[config.mk]
export PLATFORM = sky130hd
export DESIGN_NAME = prog_mem_responder_flat
export DESIGN_NICKNAME = d
export VERILOG_FILES = /design/src/rtl/prog_mem_if.sv /design/src/rtl/prog_mem_responder.sv /design/src/flat_wrapper.sv
export SDC_FILE = /design/constraint.sdc
export NUM_CORES = 1
export LEC_CHECK = 0
export ABC_CLOCK_PERIOD_IN_PS = 2400
export BUFFER_PORTS_ARGS = -buffer_cell sky130_fd_sc_hd__buf_2
export CAP_MARGIN = 40
export CORE_MARGIN = 2
export CORE_UTILIZATION = 60
export CTS_BUF_LIST = sky130_fd_sc_hd__clkbuf_4
export CTS_CLUSTER_SIZE = 25
export DETAILED_ROUTE_END_ITERATION = 8
export PLACE_DENSITY = 0.78
export SETUP_SLACK_MARGIN = 0.5
export SLEW_MARGIN = 10
export SYNTH_ARGS = -nofsm -noshare
export SYNTH_HDL_FRONTEND = slang
export SYNTH_SLANG_ARGS = --single-unit
[constraint.sdc]
create_clock -name clk -period 2.4 [get_ports clk]
set_input_delay 0.6 -clock clk [delete_from_list [all_inputs] [get_ports clk]]
set_output_delay 0.6 -clock clk [all_outputs]
set_load 0.01 [all_outputs]
[src/rtl/prog_mem_if.sv]
// Host-load and core-fetch handshake bundle for prog_mem_responder.
// master = host/core side, slave = responder side.
interface prog_mem_if;
    logic       load_valid;
    logic [7:0] load_data;
    logic       load_last;
    logic       load_ready;
    logic       reload;
    logic       fetch_req;
    logic [7:0] fetch_addr;
    logic       fetch_ready;
    logic       fetch_valid;
    logic [7:0] instruction;
    logic       fault;

    modport master (
        output load_valid, load_data, load_last, reload, fetch_req, fetch_addr,
        input  load_ready, fetch_ready, fetch_valid, instruction, fault
    );

    modport slave (
        input  load_valid, load_data, load_last, reload, fetch_req, fetch_addr,
        output load_ready, fetch_ready, fetch_valid, instruction, fault
    );
endinterface

[src/rtl/prog_mem_responder.sv]
// Program-image store for the 8-bit core: byte-wise host load, then fixed-latency
// instruction fetch with out-of-range fetches answered by NOP plus a fault flag.
module prog_mem_responder #(
    parameter int unsigned AW      = 5,
    parameter int unsigned LATENCY = 1,
    parameter logic [7:0]  NOP     = 8'h00
) (
    input  logic          clk,
    input  logic          rst,
    prog_mem_if.slave     bus,
    output logic [AW:0]   o_prog_len,
    output logic [1:0]    o_state
);
    localparam int unsigned DEPTH = 2 ** AW;

    typedef enum logic [1:0] {
        ST_EMPTY = 2'b00,
        ST_LOAD  = 2'b01,
        ST_READY = 2'b10
    } state_t;

    state_t        r_state;
    state_t        w_next_state;
    logic [7:0]    r_mem [DEPTH];
    logic [AW-1:0] r_wr_ptr;
    logic [AW:0]   r_prog_len;
    logic          r_busy;
    logic [1:0]    r_cnt;
    logic [7:0]    r_addr;
    logic          r_valid;
    logic          r_fault;
    logic [7:0]    r_instr;

    logic          w_load_ready;
    logic          w_fetch_ready;
    logic          w_load_acc;
    logic          w_fetch_acc;
    logic          w_fire;
    logic          w_in_range;
    logic [7:0]    w_src_addr;

    // NOTE: every clocked process uses <= so all registers see pre-edge values.
    always_ff @(posedge clk or posedge rst) begin
        if (rst) r_state <= ST_EMPTY;
        else     r_state <= w_next_state;
    end

    // NOTE: defaulting every always_comb output first keeps unlisted paths from inferring latches.
    always_comb begin
        w_next_state = r_state;
        if (bus.reload)
            w_next_state = ST_EMPTY;
        else if (w_load_acc)
            w_next_state = (bus.load_last || (&r_wr_ptr)) ? ST_READY : ST_LOAD;
    end

    // Reload wins over any same-cycle byte or fetch, so both readies drop with it.
    always_comb begin
        w_load_ready  = 1'b0;
        w_fetch_ready = 1'b0;
        case (r_state)
            ST_EMPTY, ST_LOAD: w_load_ready  = !bus.reload;
            ST_READY:          w_fetch_ready = !bus.reload && !r_busy;
            default:           ;
        endcase
    end

    assign w_load_acc  = bus.load_valid && w_load_ready;
    assign w_fetch_acc = bus.fetch_req  && w_fetch_ready;

    // Latency 1 answers straight off the accepting edge; longer latencies count down.
    assign w_fire      = (LATENCY == 1) ? w_fetch_acc : (r_busy && (r_cnt == 2'd1));
    assign w_src_addr  = (LATENCY == 1) ? bus.fetch_addr : r_addr;
    assign w_in_range  = w_src_addr < 8'(r_prog_len);

    always_ff @(posedge clk or posedge rst) begin
        if (rst) begin
            r_wr_ptr   <= '0;
            r_prog_len <= '0;
        end else if (bus.reload) begin
            r_wr_ptr   <= '0;
            r_prog_len <= '0;
        end else if (w_load_acc) begin
            r_wr_ptr   <= r_wr_ptr + AW'(1);
            r_prog_len <= r_prog_len + (AW + 1)'(1);
        end
    end

    // NOTE: the array is left unreset; prog_len gates every read so stale bytes never escape.
    always_ff @(posedge clk) begin
        if (w_load_acc)
            r_mem[r_wr_ptr] <= bus.load_data;
    end

    always_ff @(posedge clk or posedge rst) begin
        if (rst) begin
            r_busy  <= 1'b0;
            r_cnt   <= '0;
            r_addr  <= '0;
            r_valid <= 1'b0;
            r_fault <= 1'b0;
            r_instr <= NOP;
        end else begin
            r_valid <= w_fire && !bus.reload;
            r_fault <= w_fire && !bus.reload && !w_in_range;
            if (w_fire && !bus.reload)
                r_instr <= w_in_range ? r_mem[w_src_addr[AW-1:0]] : NOP;

            if (bus.reload) begin
                r_busy <= 1'b0;
            end else if (w_fetch_acc && (LATENCY > 1)) begin
                r_busy <= 1'b1;
                r_cnt  <= 2'(LATENCY - 1);
                r_addr <= bus.fetch_addr;
            end else if (r_busy) begin
                if (r_cnt == 2'd1)
                    r_busy <= 1'b0;
                r_cnt <= r_cnt - 2'd1;
            end
        end
    end

    assign bus.load_ready  = w_load_ready;
    assign bus.fetch_ready = w_fetch_ready;
    assign bus.fetch_valid = r_valid;
    assign bus.instruction = r_instr;
    assign bus.fault       = r_fault;
    assign o_prog_len      = r_prog_len;
    assign o_state         = r_state;
endmodule
[src/flat_wrapper.sv]
// flat-port wrapper written by rule: the top's interface ports become plain ports
module prog_mem_responder_flat 
#(
    parameter int unsigned AW      = 5,
    parameter int unsigned LATENCY = 1,
    parameter logic [7:0]  NOP     = 8'h00
)
  (clk, rst, o_prog_len, o_state, bus_load_valid, bus_load_data, bus_load_last, bus_reload, bus_fetch_req, bus_fetch_addr, bus_load_ready, bus_fetch_ready, bus_fetch_valid, bus_instruction, bus_fault);
  prog_mem_if bus_i ();
  input  logic clk;
  input  logic rst;
  output logic [AW:0] o_prog_len;
  output logic [1:0] o_state;
  input wire logic [$bits(bus_i.load_valid)-1:0] bus_load_valid;
  input wire logic [$bits(bus_i.load_data)-1:0] bus_load_data;
  input wire logic [$bits(bus_i.load_last)-1:0] bus_load_last;
  input wire logic [$bits(bus_i.reload)-1:0] bus_reload;
  input wire logic [$bits(bus_i.fetch_req)-1:0] bus_fetch_req;
  input wire logic [$bits(bus_i.fetch_addr)-1:0] bus_fetch_addr;
  output wire logic [$bits(bus_i.load_ready)-1:0] bus_load_ready;
  output wire logic [$bits(bus_i.fetch_ready)-1:0] bus_fetch_ready;
  output wire logic [$bits(bus_i.fetch_valid)-1:0] bus_fetch_valid;
  output wire logic [$bits(bus_i.instruction)-1:0] bus_instruction;
  output wire logic [$bits(bus_i.fault)-1:0] bus_fault;
  assign bus_i.load_valid = bus_load_valid;
  assign bus_i.load_data = bus_load_data;
  assign bus_i.load_last = bus_load_last;
  assign bus_i.reload = bus_reload;
  assign bus_i.fetch_req = bus_fetch_req;
  assign bus_i.fetch_addr = bus_fetch_addr;
  assign bus_load_ready = bus_i.load_ready;
  assign bus_fetch_ready = bus_i.fetch_ready;
  assign bus_fetch_valid = bus_i.fetch_valid;
  assign bus_instruction = bus_i.instruction;
  assign bus_fault = bus_i.fault;
  prog_mem_responder #(.AW(AW), .LATENCY(LATENCY), .NOP(NOP)) u_core (.clk(clk), .rst(rst), .bus(bus_i), .o_prog_len(o_prog_len), .o_state(o_state));
endmodule
==> out/qor.csv <==
stage,metric,value,unit
timing,final hold slack,0.233,ns
clock_network,CTS tree,yes,
route,via total after detailed routing,6794,
route,drt first pass iters,6,
synth,Synth Flop Type,sky130_fd_sc_hd__edfxtp_1,
worst_setup_path,highest-delay cell along the critical path,sky130_fd_sc_hd__dfrtp_1,
floorplan,die area,20000,sq um
timing,final worst clock skew,0.0382,ns
cells_and_area,most frequent cells in the layout,"sky130_fd_sc_hd__edfxtp_1, sky130_fd_sc_hd__clkbuf_4, sky130_fd_sc_hd__buf_4",
cells_and_area,"leading cell type in the layout, fill and taps excluded",sky130_fd_sc_hd__edfxtp_1,
worst_setup_path,WS Path Type,reg2out,
worst_setup_path,launching instance or port of the critical path,u_core.o_state[0],
timing,Relative slew margins,54.8,%
synth,number of unique standard cell types used by synthesis,43,
floorplan,die width,142,microns
worst_setup_path,endpoint type of the worst setup path,output port,
global_route,total overflow reported by the global router,0,
floorplan,starting utilization of the core area,60.9,%
route,DRT Wirelength,26.5,mm
synth,Syn Nets,661,
power,largest voltage drop on the vdd net,0.523,mV
worst_setup_path,cell family with the largest share of critical-path delay,flip-flops,
route,vias per inst,6.28,
clock_network,Clock Path Buffers,3,
timing,number of failing hold endpoints at the final stage,0,
placement,hpwl dp,16.7,mm
global_route,global-route wire length before repair,39.8,mm
floorplan,number of top-level pins,42,
worst_setup_path,CP max stage delay,0.41,ns
power,P per Cell Area,761,nW/um^2
placement,minimum setup slack after placement,-0.314,ns
clock_network,root buffer cell,sky130_fd_sc_hd__clkbuf_4,
worst_setup_path,reg-to-reg setup timing slack,0.50,ns
synth,number of instances in the synthesized netlist,627,
clock_network,clk sinks,282,
synth,Syn Area/Cell,18.1,sq um
synth,synthesized flop and latch total,282,
worst_setup_path,capture point of the worst path,bus_fetch_ready,
worst_setup_path,required time of the worst setup path,1.80,ns
synth,number of synthesis warnings,0,
route,First DRT Iteration DRCs,766,
power,Lkg Pwr,4.83,nW
cells_and_area,post-route non-filler standard cell count,1081,
power,power after layout,10.2,mW
placement,Placed Instance Area,12300,sq um
worst_setup_path,"Cell Chain, Critical Path","nor4b_4, buf_2",
placement,final weighted congestion of routability-driven global placement,0.978,
route,# DRC,0,
cells_and_area,Layout Area Growth over Synthesis,18.4,%
cells_and_area,final net count,824,
timing,worst setup slack after layout,0.262,ns
job,reported max-cap violation count,0,
worst_setup_path,arrival time at the worst endpoint,1.54,ns
clock_network,Clock transition at path regs,0.06,ns
global_route,GRT Total Usage,27.4,%
placement,Port Buffers,41,
global_route,pin count of the biggest net entering global routing,33,
worst_setup_path,Reg-to-Reg End,u_core.bus.instruction[5],
synth,proportion of synthesized chip area in sequential cells,73.5,%
clock_network,H-tree depth,3,
floorplan,Core ar.,18600,sq um
cells_and_area,proportion of layout cells with a drive suffix above 1,39.0,%
timing,Worst Max-Slew Pin Slew,0.678,ns
global_route,number of antenna violations at the first check in global routing,2,
clock_network,number of buffers created by CTS,71,
synth,"EDFF count, synth",256,
timing,highest achievable clock rate,0.468,GHz
timing,unrepaired setup endpoints after global routing,true,
worst_setup_path,type of origin of the critical path,flop,
worst_setup_path,startpoint of the lowest-slack register-to-register path,u_core.o_prog_len[2],
route,post-route antenna net violation count,0,
run_status,result of the run,completed,
worst_setup_path,total buffers and inverters traversed by the critical path,1,
worst_setup_path,critical path depth in cells,2,
worst_hold_path,Hold/Removal Path Class,in2reg,
synth,Synth Cell Area,11300,sq um
timing,period utilization,89.1,%
worst_setup_path,depth of the worst register-to-register path,7,
synth,area fraction of the dominant cell type after synthesis,67.7,%
route,routed wire length per instance,24.5,microns
floorplan,die extent in y,142,microns
timing,final count of pins violating max slew,0,
worst_setup_path,Worst Path Max Fanout,2,
cells_and_area,post-route design area,13400,sq um
synth,most area-hungry cell type in the Yosys netlist,sky130_fd_sc_hd__edfxtp_1,
global_route,vias in the first global route,6949,
timing,setup violators final,0,
placement,Placed Instances,941,
clock_network,clock latency on the worst-skew pair,0.69,ns
floorplan,count of standard-cell rows,50,
synth,share of synthesized registers carrying an async set or reset,9.22,%
timing,min cycle time layout,2.14,ns
synth,cell types with the largest area share after synthesis,"sky130_fd_sc_hd__edfxtp_1, sky130_fd_sc_hd__mux4_2, sky130_fd_sc_hd__dfrtp_1, sky130_fd_sc_hd__mux2i_1, sky130_fd_sc_hd__nor2_1",
==> Yosys cell counts (3+ instances only) <==
| master | count |
|---|---|
| sky130_fd_sc_hd__edfxtp_1 | 256 |
| sky130_fd_sc_hd__buf_1 | 5 |
| sky130_fd_sc_hd__mux4_2 | 44 |
| sky130_fd_sc_hd__and2_1 | 5 |
| sky130_fd_sc_hd__nand4_1 | 4 |
| sky130_fd_sc_hd__o221ai_1 | 11 |
| sky130_fd_sc_hd__a21oi_1 | 13 |
| sky130_fd_sc_hd__buf_2 | 5 |
| sky130_fd_sc_hd__ha_1 | 12 |
| sky130_fd_sc_hd__nand2_1 | 27 |
| sky130_fd_sc_hd__and3_1 | 3 |
| sky130_fd_sc_hd__nand3_1 | 5 |
| sky130_fd_sc_hd__dfrtp_1 | 26 |
| sky130_fd_sc_hd__a221o_1 | 5 |
| sky130_fd_sc_hd__inv_1 | 16 |
| sky130_fd_sc_hd__nor2b_1 | 3 |
| sky130_fd_sc_hd__mux4_1 | 5 |
| sky130_fd_sc_hd__nand3b_1 | 3 |
| sky130_fd_sc_hd__a211oi_1 | 3 |
| sky130_fd_sc_hd__nand2b_1 | 6 |
| sky130_fd_sc_hd__buf_6 | 3 |
| sky130_fd_sc_hd__o22ai_1 | 14 |
| sky130_fd_sc_hd__o21ai_0 | 7 |
| sky130_fd_sc_hd__nor3_1 | 11 |
| sky130_fd_sc_hd__buf_4 | 4 |
| sky130_fd_sc_hd__clkbuf_1 | 12 |
| sky130_fd_sc_hd__nor2_1 | 57 |
| sky130_fd_sc_hd__mux2_2 | 7 |
| sky130_fd_sc_hd__xnor2_1 | 7 |
| sky130_fd_sc_hd__mux2i_1 | 28 |
==> through the flow <==
stage	utilization (%)	setup TNS, ns
floorplan	-	0
global route	72.1	0
detailed placement	66.1	-0.658
finish	72.1	0
global placement	66.1	-0.517
CTS	71.5	0
==> worst min-delay path by stage <==
stage / from / end / slack, ns / cells past startpoint
6_report: bus_load_valid / u_core.o_state[1] / 0.23 / 3
5_1_grt: bus_load_valid / u_core.o_state[1] / 0.19 / 3
4_1_cts: bus_load_valid / u_core.o_state[1] / 0.18 / 3
3_5_place_dp: u_core.r_cnt[0] / u_core.r_cnt[0] / 0.50 / 1
3_3_place_gp: u_core.r_cnt[0] / u_core.r_cnt[0] / 0.47 / 1
2_1_floorplan: u_core.r_cnt[0] / u_core.r_cnt[0] / 0.45 / 1
==> routing by layer <==
metal | global-route usage [%] | share of wire (%) | vias to the layer above
met3 | 8.13 | 10 | 88
met1 | 35.9 | 38 | 3425
met4 | 11.6 | 3.7 | 2
li1 | - | - | 2858
met2 | 43.6 | 48 | 421
met5 | 0 | 0.049 | -
==> area by class of cell <==
cell class              instances  area [sq um]
clock inverters                26           185
multi-input cells             298          2910
fillers                      1114          5210
clock buffers                 103           773
inverters                      16          60.1
diodes                          1          2.50
flip-flops and latches        282          8340
well taps                     234           293
repair buffers                121           871
==> logic make-up after synthesis <==
logic type / Yosys count / synth area share, %
DFF: 282 / 73.5
and+or+nand+nor: 131 / 5.43
muxes: 84 / 13.1
AOI/OAI and AO/OA: 62 / 3.80
buffers and inverters: 47 / 2.23
adders and majority gates: 12 / 1.32
xor gates and xnor gates: 9 / 0.695
==> tightest hold or removal path: stages <==
cell and delay, ns:
sky130_fd_sc_hd__buf_2 0.11, sky130_fd_sc_hd__o21ai_0 0.08, sky130_fd_sc_hd__a21oi_1 0.07
==> state kept, by name (all words and copies together), names as in the netlist <==
name	flops
u_core.bus.fault	1
u_core.bus.fetch_valid	1
u_core.r_mem	256
u_core.o_state	2
u_core.r_wr_ptr	5
u_core.o_prog_len	6
u_core.bus.instruction	8
u_core.r_cnt	2
u_core.r_busy	1
==> power breakdown <==
part	switching, mW	leakage (nW)	internal, mW
combinational	0.374	1.61	0.245
clock	1.89	0.557	2.31
sequential	0.0253	2.66	5.39
==> repair_timing <==
| item | in CTS | in global routing |
|---|---|---|
| resized for setup | 5 | 16 |
| pin swaps | 1 | 4 |
| endpoints found under the setup margin | 13 | 37 |
| endpoints found under the hold margin | 26 | 0 |
| buffers inserted | 4 | 5 |
| gates cloned | 0 | 0 |
| hold buffers | 1 | 0 |
No activity file was read; power rests on OpenSTA's default activity.
